$ cat config.mk
export PLATFORM = sky130hd
export DESIGN_NAME = multicycle_controller
export DESIGN_NICKNAME = d
export VERILOG_FILES = /design/src/rtl/ctrl_pkg.sv /design/src/rtl/main_decoder.sv /design/src/rtl/multicycle_controller.sv
export SDC_FILE = /design/constraint.sdc
export NUM_CORES = 1
export LEC_CHECK = 0
export ABC_AREA = 1
export BUFFER_PORTS_ARGS = -buffer_cell sky130_fd_sc_hd__buf_4
export CAP_MARGIN = 20
export CORE_MARGIN = 8
export CORE_UTILIZATION = 41
export DETAILED_ROUTE_END_ITERATION = 10
export GPL_TIMING_DRIVEN = 0
export PLACE_DENSITY = 0.66
export SKIP_CTS_REPAIR_TIMING = 1
export SLEW_MARGIN = 20
export SYNTH_ARGS = -nofsm -noshare
export SYNTH_HDL_FRONTEND = slang
export SYNTH_SLANG_ARGS = --single-unit
$ cat constraint.sdc
create_clock -name clk -period 1.5 [get_ports clk]
set_input_delay 0.3 -clock clk [delete_from_list [all_inputs] [get_ports clk]]
set_output_delay 0.3 -clock clk [all_outputs]
set_load 0.01 [all_outputs]
$ cat src/rtl/ctrl_pkg.sv
// Shared opcodes, ALUOp encodings, FSM state enum and select bundle for the multicycle controller.
// The optional CTRL_MULDIV_EN macro (see multicycle_controller) does not affect this package.
package ctrl_pkg;

    localparam int unsigned OPC_W = 7;

    localparam logic [OPC_W-1:0] OP_ITYPE  = 7'b0010011;
    localparam logic [OPC_W-1:0] OP_RTYPE  = 7'b0110011;
    localparam logic [OPC_W-1:0] OP_LOAD   = 7'b0000011;
    localparam logic [OPC_W-1:0] OP_STORE  = 7'b0100011;
    localparam logic [OPC_W-1:0] OP_BRANCH = 7'b1100011;
    localparam logic [OPC_W-1:0] OP_LUI    = 7'b0110111;
    localparam logic [OPC_W-1:0] OP_JAL    = 7'b1101111;
    localparam logic [OPC_W-1:0] OP_JALR   = 7'b1100111;
    localparam logic [OPC_W-1:0] OP_HALT   = 7'b1111111;

    localparam logic [OPC_W-1:0] F7_MULDIV = 7'b0000001;

    localparam logic [1:0] ALUOP_MEM    = 2'b00;
    localparam logic [1:0] ALUOP_BRANCH = 2'b01;
    localparam logic [1:0] ALUOP_ARITH  = 2'b10;
    localparam logic [1:0] ALUOP_UPPER  = 2'b11;

    typedef enum logic [2:0] {
        S_FETCH    = 3'd0,
        S_DECODE   = 3'd1,
        S_EXEC     = 3'd2,
        S_MEM      = 3'd3,
        S_WB       = 3'd4,
        S_MDU_WAIT = 3'd5,
        S_HALT     = 3'd6,
        S_ERR      = 3'd7
    } state_t;

    typedef struct packed {
        logic       alu_src;
        logic       mem_to_reg;
        logic [1:0] alu_op;
        logic       branch;
        logic       jal;
        logic       jalr;
    } sel_t;

    // Opcodes the controller knows how to sequence (HALT is handled separately).
    function automatic logic is_legal_op(input logic [OPC_W-1:0] op);
        case (op)
            OP_ITYPE, OP_RTYPE, OP_LOAD, OP_STORE,
            OP_BRANCH, OP_LUI, OP_JAL, OP_JALR: return 1'b1;
            default:                            return 1'b0;
        endcase
    endfunction

endpackage

$ cat src/rtl/main_decoder.sv
// Combinational map from the latched opcode to the static datapath selects.
// Independent of the CTRL_MULDIV_EN macro.
module main_decoder
    import ctrl_pkg::*;
(
    input  logic [OPC_W-1:0] op,
    output sel_t             sel
);

    always_comb begin
        sel = '0;
        case (op)
            OP_ITYPE: begin
                sel.alu_src = 1'b1;
                sel.alu_op  = ALUOP_ARITH;
            end
            OP_RTYPE: sel.alu_op = ALUOP_ARITH;
            OP_LOAD: begin
                sel.alu_src    = 1'b1;
                sel.mem_to_reg = 1'b1;
                sel.alu_op     = ALUOP_MEM;
            end
            OP_STORE: begin
                sel.alu_src = 1'b1;
                sel.alu_op  = ALUOP_MEM;
            end
            OP_BRANCH: begin
                sel.alu_op = ALUOP_BRANCH;
                sel.branch = 1'b1;
            end
            OP_LUI: begin
                sel.alu_src = 1'b1;
                sel.alu_op  = ALUOP_UPPER;
            end
            OP_JAL: begin
                sel.alu_op = ALUOP_UPPER;
                sel.jal    = 1'b1;
            end
            OP_JALR: begin
                sel.alu_src = 1'b1;
                sel.alu_op  = ALUOP_UPPER;
                sel.jalr    = 1'b1;
            end
            default: sel = '0;
        endcase
    end

endmodule

$ cat src/rtl/multicycle_controller.sv
// Multicycle RISC-V style control FSM with memory/MDU wait timeout and sticky status flags.
// Optional macro CTRL_MULDIV_EN enables the MDU launch/wait path for R-type funct7=0000001.
module multicycle_controller
    import ctrl_pkg::*;
#(
    parameter int unsigned MAX_WAIT = 16,
    parameter int unsigned CNT_W    = $clog2(MAX_WAIT + 1)
) (
    input  logic             clk,
    input  logic             reset,
    input  logic [OPC_W-1:0] Opcode,
    input  logic [OPC_W-1:0] Funct7,
    input  logic             imem_ready,
    input  logic             dmem_ready,
    input  logic             mdu_done,
    output logic             imem_req,
    output logic             dmem_req,
    output logic             IRWrite,
    output logic             PCWrite,
    output logic             ALUSrc,
    output logic             MemtoReg,
    output logic             Branch,
    output logic             jal,
    output logic             jalr,
    output logic [1:0]       ALUOp,
    output logic             RegWrite,
    output logic             MemRead,
    output logic             MemWrite,
    output logic             mdu_start,
    output logic             halt,
    output logic             illegal_instr,
    output logic             mem_err,
    output logic [2:0]       state
);

    state_t           state_q;
    logic [OPC_W-1:0] op_q;
    logic [OPC_W-1:0] f7_q;
    logic [CNT_W-1:0] cnt_q;
    sel_t             sel;
    logic             wait_expired_c;
    logic             is_mul_c;
    logic             mul_illegal_c;

    main_decoder u_main_decoder (
        .op  (op_q),
        .sel (sel)
    );

    // Last permitted wait cycle: a ready/done seen here still wins.
    assign wait_expired_c = (cnt_q == CNT_W'(MAX_WAIT - 1));

`ifdef CTRL_MULDIV_EN
    assign is_mul_c      = (op_q == OP_RTYPE) && (f7_q == F7_MULDIV);
    assign mul_illegal_c = 1'b0;
`else
    logic unused_muldiv;
    assign unused_muldiv = mdu_done ^ (^f7_q);
    assign is_mul_c      = 1'b0;
    assign mul_illegal_c = (Opcode == OP_RTYPE) && (Funct7 == F7_MULDIV);
`endif

    always_ff @(posedge clk) begin
        if (reset) begin
            state_q       <= S_FETCH;
            cnt_q         <= '0;
            op_q          <= '0;
            f7_q          <= '0;
            halt          <= 1'b0;
            illegal_instr <= 1'b0;
            mem_err       <= 1'b0;
        end else begin
            case (state_q)
                S_FETCH: begin
                    if (imem_ready) begin
                        state_q <= S_DECODE;
                    end else if (wait_expired_c) begin
                        state_q <= S_ERR;
                        mem_err <= 1'b1;
                    end else begin
                        cnt_q <= cnt_q + CNT_W'(1);
                    end
                end
                S_DECODE: begin
                    op_q  <= Opcode;
                    f7_q  <= Funct7;
                    cnt_q <= '0;
                    if (Opcode == OP_HALT) begin
                        state_q <= S_HALT;
                        halt    <= 1'b1;
                    end else if (!is_legal_op(Opcode) || mul_illegal_c) begin
                        state_q       <= S_ERR;
                        illegal_instr <= 1'b1;
                    end else begin
                        state_q <= S_EXEC;
                    end
                end
                S_EXEC: begin
                    cnt_q <= '0;
                    if (op_q == OP_LOAD || op_q == OP_STORE) begin
                        state_q <= S_MEM;
                    end else if (op_q == OP_BRANCH) begin
                        state_q <= S_FETCH;
                    end else if (is_mul_c) begin
                        state_q <= S_MDU_WAIT;
                    end else begin
                        state_q <= S_WB;
                    end
                end
                S_MEM: begin
                    if (dmem_ready) begin
                        cnt_q   <= '0;
                        state_q <= (op_q == OP_LOAD) ? S_WB : S_FETCH;
                    end else if (wait_expired_c) begin
                        state_q <= S_ERR;
                        mem_err <= 1'b1;
                    end else begin
                        cnt_q <= cnt_q + CNT_W'(1);
                    end
                end
                S_WB: begin
                    cnt_q   <= '0;
                    state_q <= S_FETCH;
                end
`ifdef CTRL_MULDIV_EN
                S_MDU_WAIT: begin
                    if (mdu_done) begin
                        cnt_q   <= '0;
                        state_q <= S_WB;
                    end else if (wait_expired_c) begin
                        state_q <= S_ERR;
                        mem_err <= 1'b1;
                    end else begin
                        cnt_q <= cnt_q + CNT_W'(1);
                    end
                end
`endif
                S_HALT:  state_q <= S_HALT;
                S_ERR:   state_q <= S_ERR;
                default: state_q <= S_ERR;
            endcase
        end
    end

    // Strobes and requests decode the current state; reset suppresses all of them.
    always_comb begin
        imem_req  = 1'b0;
        dmem_req  = 1'b0;
        IRWrite   = 1'b0;
        PCWrite   = 1'b0;
        RegWrite  = 1'b0;
        MemRead   = 1'b0;
        MemWrite  = 1'b0;
        mdu_start = 1'b0;
        ALUSrc    = 1'b0;
        MemtoReg  = 1'b0;
        ALUOp     = 2'b00;
        Branch    = 1'b0;
        jal       = 1'b0;
        jalr      = 1'b0;
        if (!reset) begin
            case (state_q)
                S_FETCH: begin
                    imem_req = 1'b1;
                    IRWrite  = imem_ready;
                end
                S_EXEC: begin
                    PCWrite   = (op_q == OP_BRANCH);
                    mdu_start = is_mul_c;
                end
                S_MEM: begin
                    dmem_req = 1'b1;
                    MemRead  = (op_q == OP_LOAD);
                    MemWrite = (op_q == OP_STORE);
                    PCWrite  = dmem_ready && (op_q == OP_STORE);
                end
                S_WB: begin
                    RegWrite = 1'b1;
                    PCWrite  = 1'b1;
                end
                default: ;
            endcase
            if (state_q inside {S_EXEC, S_MEM, S_WB, S_MDU_WAIT}) begin
                ALUSrc   = sel.alu_src;
                MemtoReg = sel.mem_to_reg;
                ALUOp    = sel.alu_op;
                Branch   = sel.branch;
                jal      = sel.jal;
                jalr     = sel.jalr;
            end
        end
    end

    assign state = state_q;

endmodule

==> results of run 1 <==
==> per-layer routing <==
layer  vias to the layer above  wire [um]
li1                        747          -
met3                         4        132
met5                         -          0
met1                       634       1510
met4                         0         32
met2                        36       1760
==> cell usage in the layout, fill, tap and decap left out, drive strengths merged <==
| cell | count |
|---|---|
| a211oi | 1 |
| a21oi | 13 |
| a31o | 1 |
| a31oi | 2 |
| buf | 54 |
| clkbuf | 4 |
| conb | 1 |
| dfxtp | 18 |
| ha | 1 |
| inv | 34 |
| nand2 | 62 |
| nand3 | 7 |
| nand3b | 3 |
| nand4 | 1 |
| nor2 | 37 |
| nor3 | 7 |
| nor3b | 2 |
| o211ai | 1 |
| o21ai | 9 |
| o221ai | 1 |
==> cells in the mapped netlist, drive strengths merged <==
cell type  number  share of area [%]
a211oi          1               0.98
nor3            7                3.1
a21oi          13                6.0
ha              1               0.98
conb            1               0.29
a31oi           2               0.98
nor3b           2                2.0
inv            34                 10
a31o            1               0.69
o221ai          1               0.69
nand2          62                 21
o211ai          1               0.59
nand3b          3                1.8
o21ai           9                3.5
nor2           37                 13
nand4           1               0.49
buf             5                2.7
nand3           7                3.1
dfxtp          18                 28
==> where the power goes <==
group          total [mW]  internal [mW]  switching [mW]
clock               0.307          0.148           0.159
combinational        1.64          0.678           0.962
sequential          0.823          0.656           0.166
==> final cells by class <==
type / instances / area (um^2) / area share (%)
multi-input cells: 149 / 847 / 45.7
repair buffers: 49 / 383 / 20.7
flip-flops and latches: 18 / 375 / 20.3
inverters: 34 / 135 / 7.29
well taps: 33 / 41.3 / 2.23
clock buffers: 4 / 36.3 / 1.96
plain buffers: 5 / 35.0 / 1.89
==> registers in the layout, indices dropped and copies added (netlist names) <==
register / cells
op_q: 7
cnt_q: 5
state: 3
halt: 1
illegal_instr: 1
mem_err: 1
==> worst reg2reg max path, stage by stage (launching register included) <==
cell	delay, ps
dfxtp_4	390
inv_4	80
nand2_4	70
nor2_4	140
nand2_4	60
buf_4	140
nand2_4	70
inv_4	40
nand2_2	70
nand2_1	50
nor3b_2	140
==> cells by family (layout without fill, tap and decap cells) <==
| group | count (synthesis) | after routing |
|---|---|---|
| AND/OR/NAND/NOR | 119 | 119 |
| adder cells (fa/ha/maj) | 1 | 1 |
| flip-flops | 18 | 18 |
| buffers and inverters | 39 | 92 |
| other | 1 | 1 |
| AO/OA/AOI/OAI | 28 | 28 |
==> worst min path at each step <==
stage / depth (start not counted) / slack, ps / to
after detailed placement: 2 / 450 / cnt_q[4]
after global routing: 3 / 240 / op_q[0]
after global placement: 2 / 440 / cnt_q[4]
final: 3 / 230 / op_q[1]
after CTS: 3 / 220 / op_q[1]
after floorplan: 2 / 430 / op_q[0]
==> through the flow <==
stage | std cells | area [um^2]
2_1_floorplan | 206 | 1280
3_3_place_gp | 276 | 1600
3_5_place_dp | 276 | 1600
4_1_cts | 280 | 1630
5_1_grt | 292 | 1850
6_report | 292 | 1850
==> qor.yml, run 1 <==
outcome:
  status: "complete, but fails checks"
  violations: "setup timing"
detailed_routing:
  detail-route-antenna-nets: 0
  drtIter0Drc: 63
  via_per_inst: 4.87
  num_vias: 1421
  finalWirelength_um: 3440
  drtPass1Iterations: 5
  drt-wirelength-per-cell_um: 11.8
  drc: 0
timing:
  fin_ws_ps: -327
  timing.final.hold_violations: 0
  timing.fmax_mhz: 547
  clock_skew_ps: 2.65
  fin_hold_ws_ps: 229
  period_needed_ps: 1830
  rsz0062_at_grt: "yes"
  setup_viol: 13
  timing.final.crit_share_pct: 122
  slew_viol_final: 0
  finalSetupTns_ps: -2550
final_layout:
  num_antenna_cells: 0
  syn2layout_area_growth_pct: 45.2
  fin_util_pct: 61.7
  drive_gt1_share_pct: 44.4
  fill_cells: 292
  final_nets: 280
critical_path:
  cp_common_cell: "inv_2"
  crit_family: "flip-flops"
  worstReg2RegStart: "state[0]"
  crit_path_start: "op_q[4]"
  cp.depth: 7
  cp.arrival_ps: 1530
  slowest_stage: "dfxtp_2"
  crit_required_ps: 1200
  worst_setup_path_end_kind: "primary output"
  r2r-end: "cnt_q[1]"
  cp-endpoint: "ALUOp[1]"
  r2r_slack_ps: 140
  crit_path_start_kind: "register"
  critPathBufInv: 3
  crit_chain: "inv_2 > nand2_4 > nor2_4 > nand4_1 > a31o_2 > inv_2 > buf_6"
  reg2reg_depth: 10
  crit_path_max_incr_delay_ps: 360
  cp_max_fo: 4
  crit_type: "reg2out"
cts:
  cts_max_level: 1
  ctsRootBufferMaster: "clkbuf_4"
  clk_latency_ps: 290
  cts_sinks: 18
  cts_tree: "built"
  clk_path_buf_depth: 2
  path_clk_slew_ps: 110
  cts_made_buffers: 3
logic_synthesis:
  yosys_register_bits: 18
  synthSimpleGateAreaFrac_pct: 44.1
  synth_fp_nets: 226
  synth_compound_gate_area_share_pct: 13.4
  synthAdderAreaFrac_pct: 0.980
  syn_area_um2: 1280
  seq_area_frac_synth_pct: 28.2
  synth_top_family_by_area: "simple AND/OR/NAND/NOR gates"
  synthCells: 206
  synth.yosys.warnings: 0
  synth_xor_area_share_pct: 0
  postSynthAreaPerCell_um2: 6.20
  synth.area.mux_share_pct: 0
  synth_cell_types: 32
floorplanning:
  io_pins: 40
  start_util_pct: 42.5
  coreArea_um2: 3000
  die_y_um: 71.8
  die_w_um: 71.8
  die_area_um2: 5150
  core.rowCount: 20
grt:
  grt_max_degree: 11
  use_met1_pct: 15.0
  top_usage_layer: "met2"
  grtUsageMet2_pct: 20.4
  grt_pass1_vias: 1296
  antenna_found_initial: 0
  grtUsageTotal_pct: 12.1
  grt.overflow.total: 0
  grtUsageMet3_pct: 2.37
  grt_pass1_wl_um: 5290
place:
  port_buffers: 37
  dp_slack_ps: -84.3
  hpwl_um: 2560
  gp_congestion: 0.828
worst_hold_path:
  hp-class: "in2reg"
  min_from: "Opcode[1]"
flow_run:
  drv_cap: 0
power:
  ir_drop_uv: 673
  power.density_nw_per_um2: 1490
  p_leak_nw: 0.943
  p_total_mw: 2.77
Power figures use the tool's default switching activity.
==> run 2, diff against run 1 <==
- RECOVER_POWER: not set -> 100
==> qor.yml, run 2 (same netlist as run 1, synthesis figures left out) <==
critical_path:
  r2r_slack_ps: 30
  worstReg2RegStart: "state[0]"
  cp.arrival_ps: 1530
  crit_required_ps: 1200
  crit_type: "reg2out"
  cp_max_fo: 4
  worst_setup_path_end_kind: "primary output"
  r2r-end: "illegal_instr"
  reg2reg_depth: 7
  crit_path_start_kind: "register"
detailed_routing:
  via_per_inst: 4.89
  drt-wirelength-per-cell_um: 11.8
  drtIter0Drc: 60
  drtPass1Iterations: 4
  detail-route-antenna-nets: 0
  finalWirelength_um: 3460
  num_vias: 1428
  drc: 0
final_layout:
  largest_reg_flops: 7
  regArea_um2: 374
  multi_input_area_um2: 832
  top_register: "op_q"
  fin_cells: 292
  syn2layout_area_growth_pct: 42.8
  final_common_cell: "nand2_1"
  fill_cells: 297
  final_nets: 280
  drive_gt1_share_pct: 41.3
  num_antenna_cells: 0
  final_cell_mix: "nand2_1, buf_4, nor2_1"
worst_hold_path:
  holdPathStages: 3
  min_to: "op_q[1]"
  hp-class: "in2reg"
  min_from: "Opcode[1]"
grt:
  grtUsageTotal_pct: 12.1
  grt.overflow.total: 0
  grt_pass1_vias: 1296
  grt_pass1_wl_um: 5290
  grt_max_degree: 11
  antenna_found_initial: 0
cts:
  cts_max_level: 1
  clk_latency_ps: 290
  clk_path_buf_depth: 2
  cts_made_buffers: 3
  cts_tree: "built"
  ctsRootBufferMaster: "clkbuf_4"
  path_clk_slew_ps: 110
  cts_sinks: 18
timing:
  timing.final.crit_share_pct: 122
  period_needed_ps: 1830
  clock_skew_ps: 0.860
  timing.fmax_mhz: 546
  rsz0062_at_grt: "yes"
  timing.final.hold_violations: 0
  fin_ws_ps: -330
  slew_viol_final: 0
  setup_viol: 13
  finalSetupTns_ps: -2570
floorplanning:
  start_util_pct: 42.5
  die_w_um: 71.8
  die_area_um2: 5150
  io_pins: 40
  die_y_um: 71.8
  coreArea_um2: 3000
  core.rowCount: 20
place:
  dp_cells: 276
  port_buffers: 37
  dp_slack_ps: -84.3
  gp_congestion: 0.828
  hpwl_um: 2560
outcome:
  status: "complete, but fails checks"
  violations: "setup timing"
power:
  ir_drop_uv: 664
  p_total_mw: 2.74
  p_leak_nw: 0.926
  power.density_nw_per_um2: 1500
flow_run:
  drv_cap: 0
-- run 2: cell types whose count changed in the layout (fill, tap and decap cells not counted), sizes merged --
cell,previous run,this run
clkbuf,4,7
buf,54,51
-- run 2: per-layer routing --
layer	routed length (um)	global-route usage [%]
met1	1530	15.0
met5	0	0
met3	125	2.37
met2	1760	20.4
met4	32	3.40
-- run 2: critical path, stage by stage, from the launching register on --
cell     delay [ps]
dfxtp_2         360
inv_2            80
nand2_4          60
nor2_4          130
nand4_1         170
a31o_2          300
inv_2            50
buf_6            90
-- run 2: through the flow --
stage / util (%) / hold WS [ps] / area (um^2)
floorplan: - / 435 / 1280
global placement: 53.1 / 441 / 1600
detailed placement: 53.1 / 448 / 1600
CTS: 54.3 / 223 / 1630
global route: 60.7 / 238 / 1820
finish: 60.7 / 228 / 1820
-- run 2: worst max path at each step --
stage / depth (start not counted) / startpoint / slack [ps] / endpoint
finish: 7 / op_q[4] / -330 / ALUOp[1]
global route: 9 / op_q[2] / -420 / PCWrite
CTS: 8 / op_q[4] / -430 / PCWrite
detailed placement: 8 / op_q[4] / -80 / PCWrite
global placement: 8 / op_q[4] / -60 / PCWrite
floorplan: 6 / state[2] / 100 / jal
-- run 2: layout make-up --
type	instances	share of cell area, %
sequential	18	20.5
clock buffer	4	1.99
timing repair buffer	49	20.4
tap	33	2.26
multi-input combinational	149	45.6
inverter	34	7.41
buffer	5	1.78
-- run 2: power breakdown --
part / internal [mW] / switching, mW
clock network: 0.148 / 0.160
registers: 0.654 / 0.167
logic: 0.659 / 0.950
total: 1.46 / 1.28
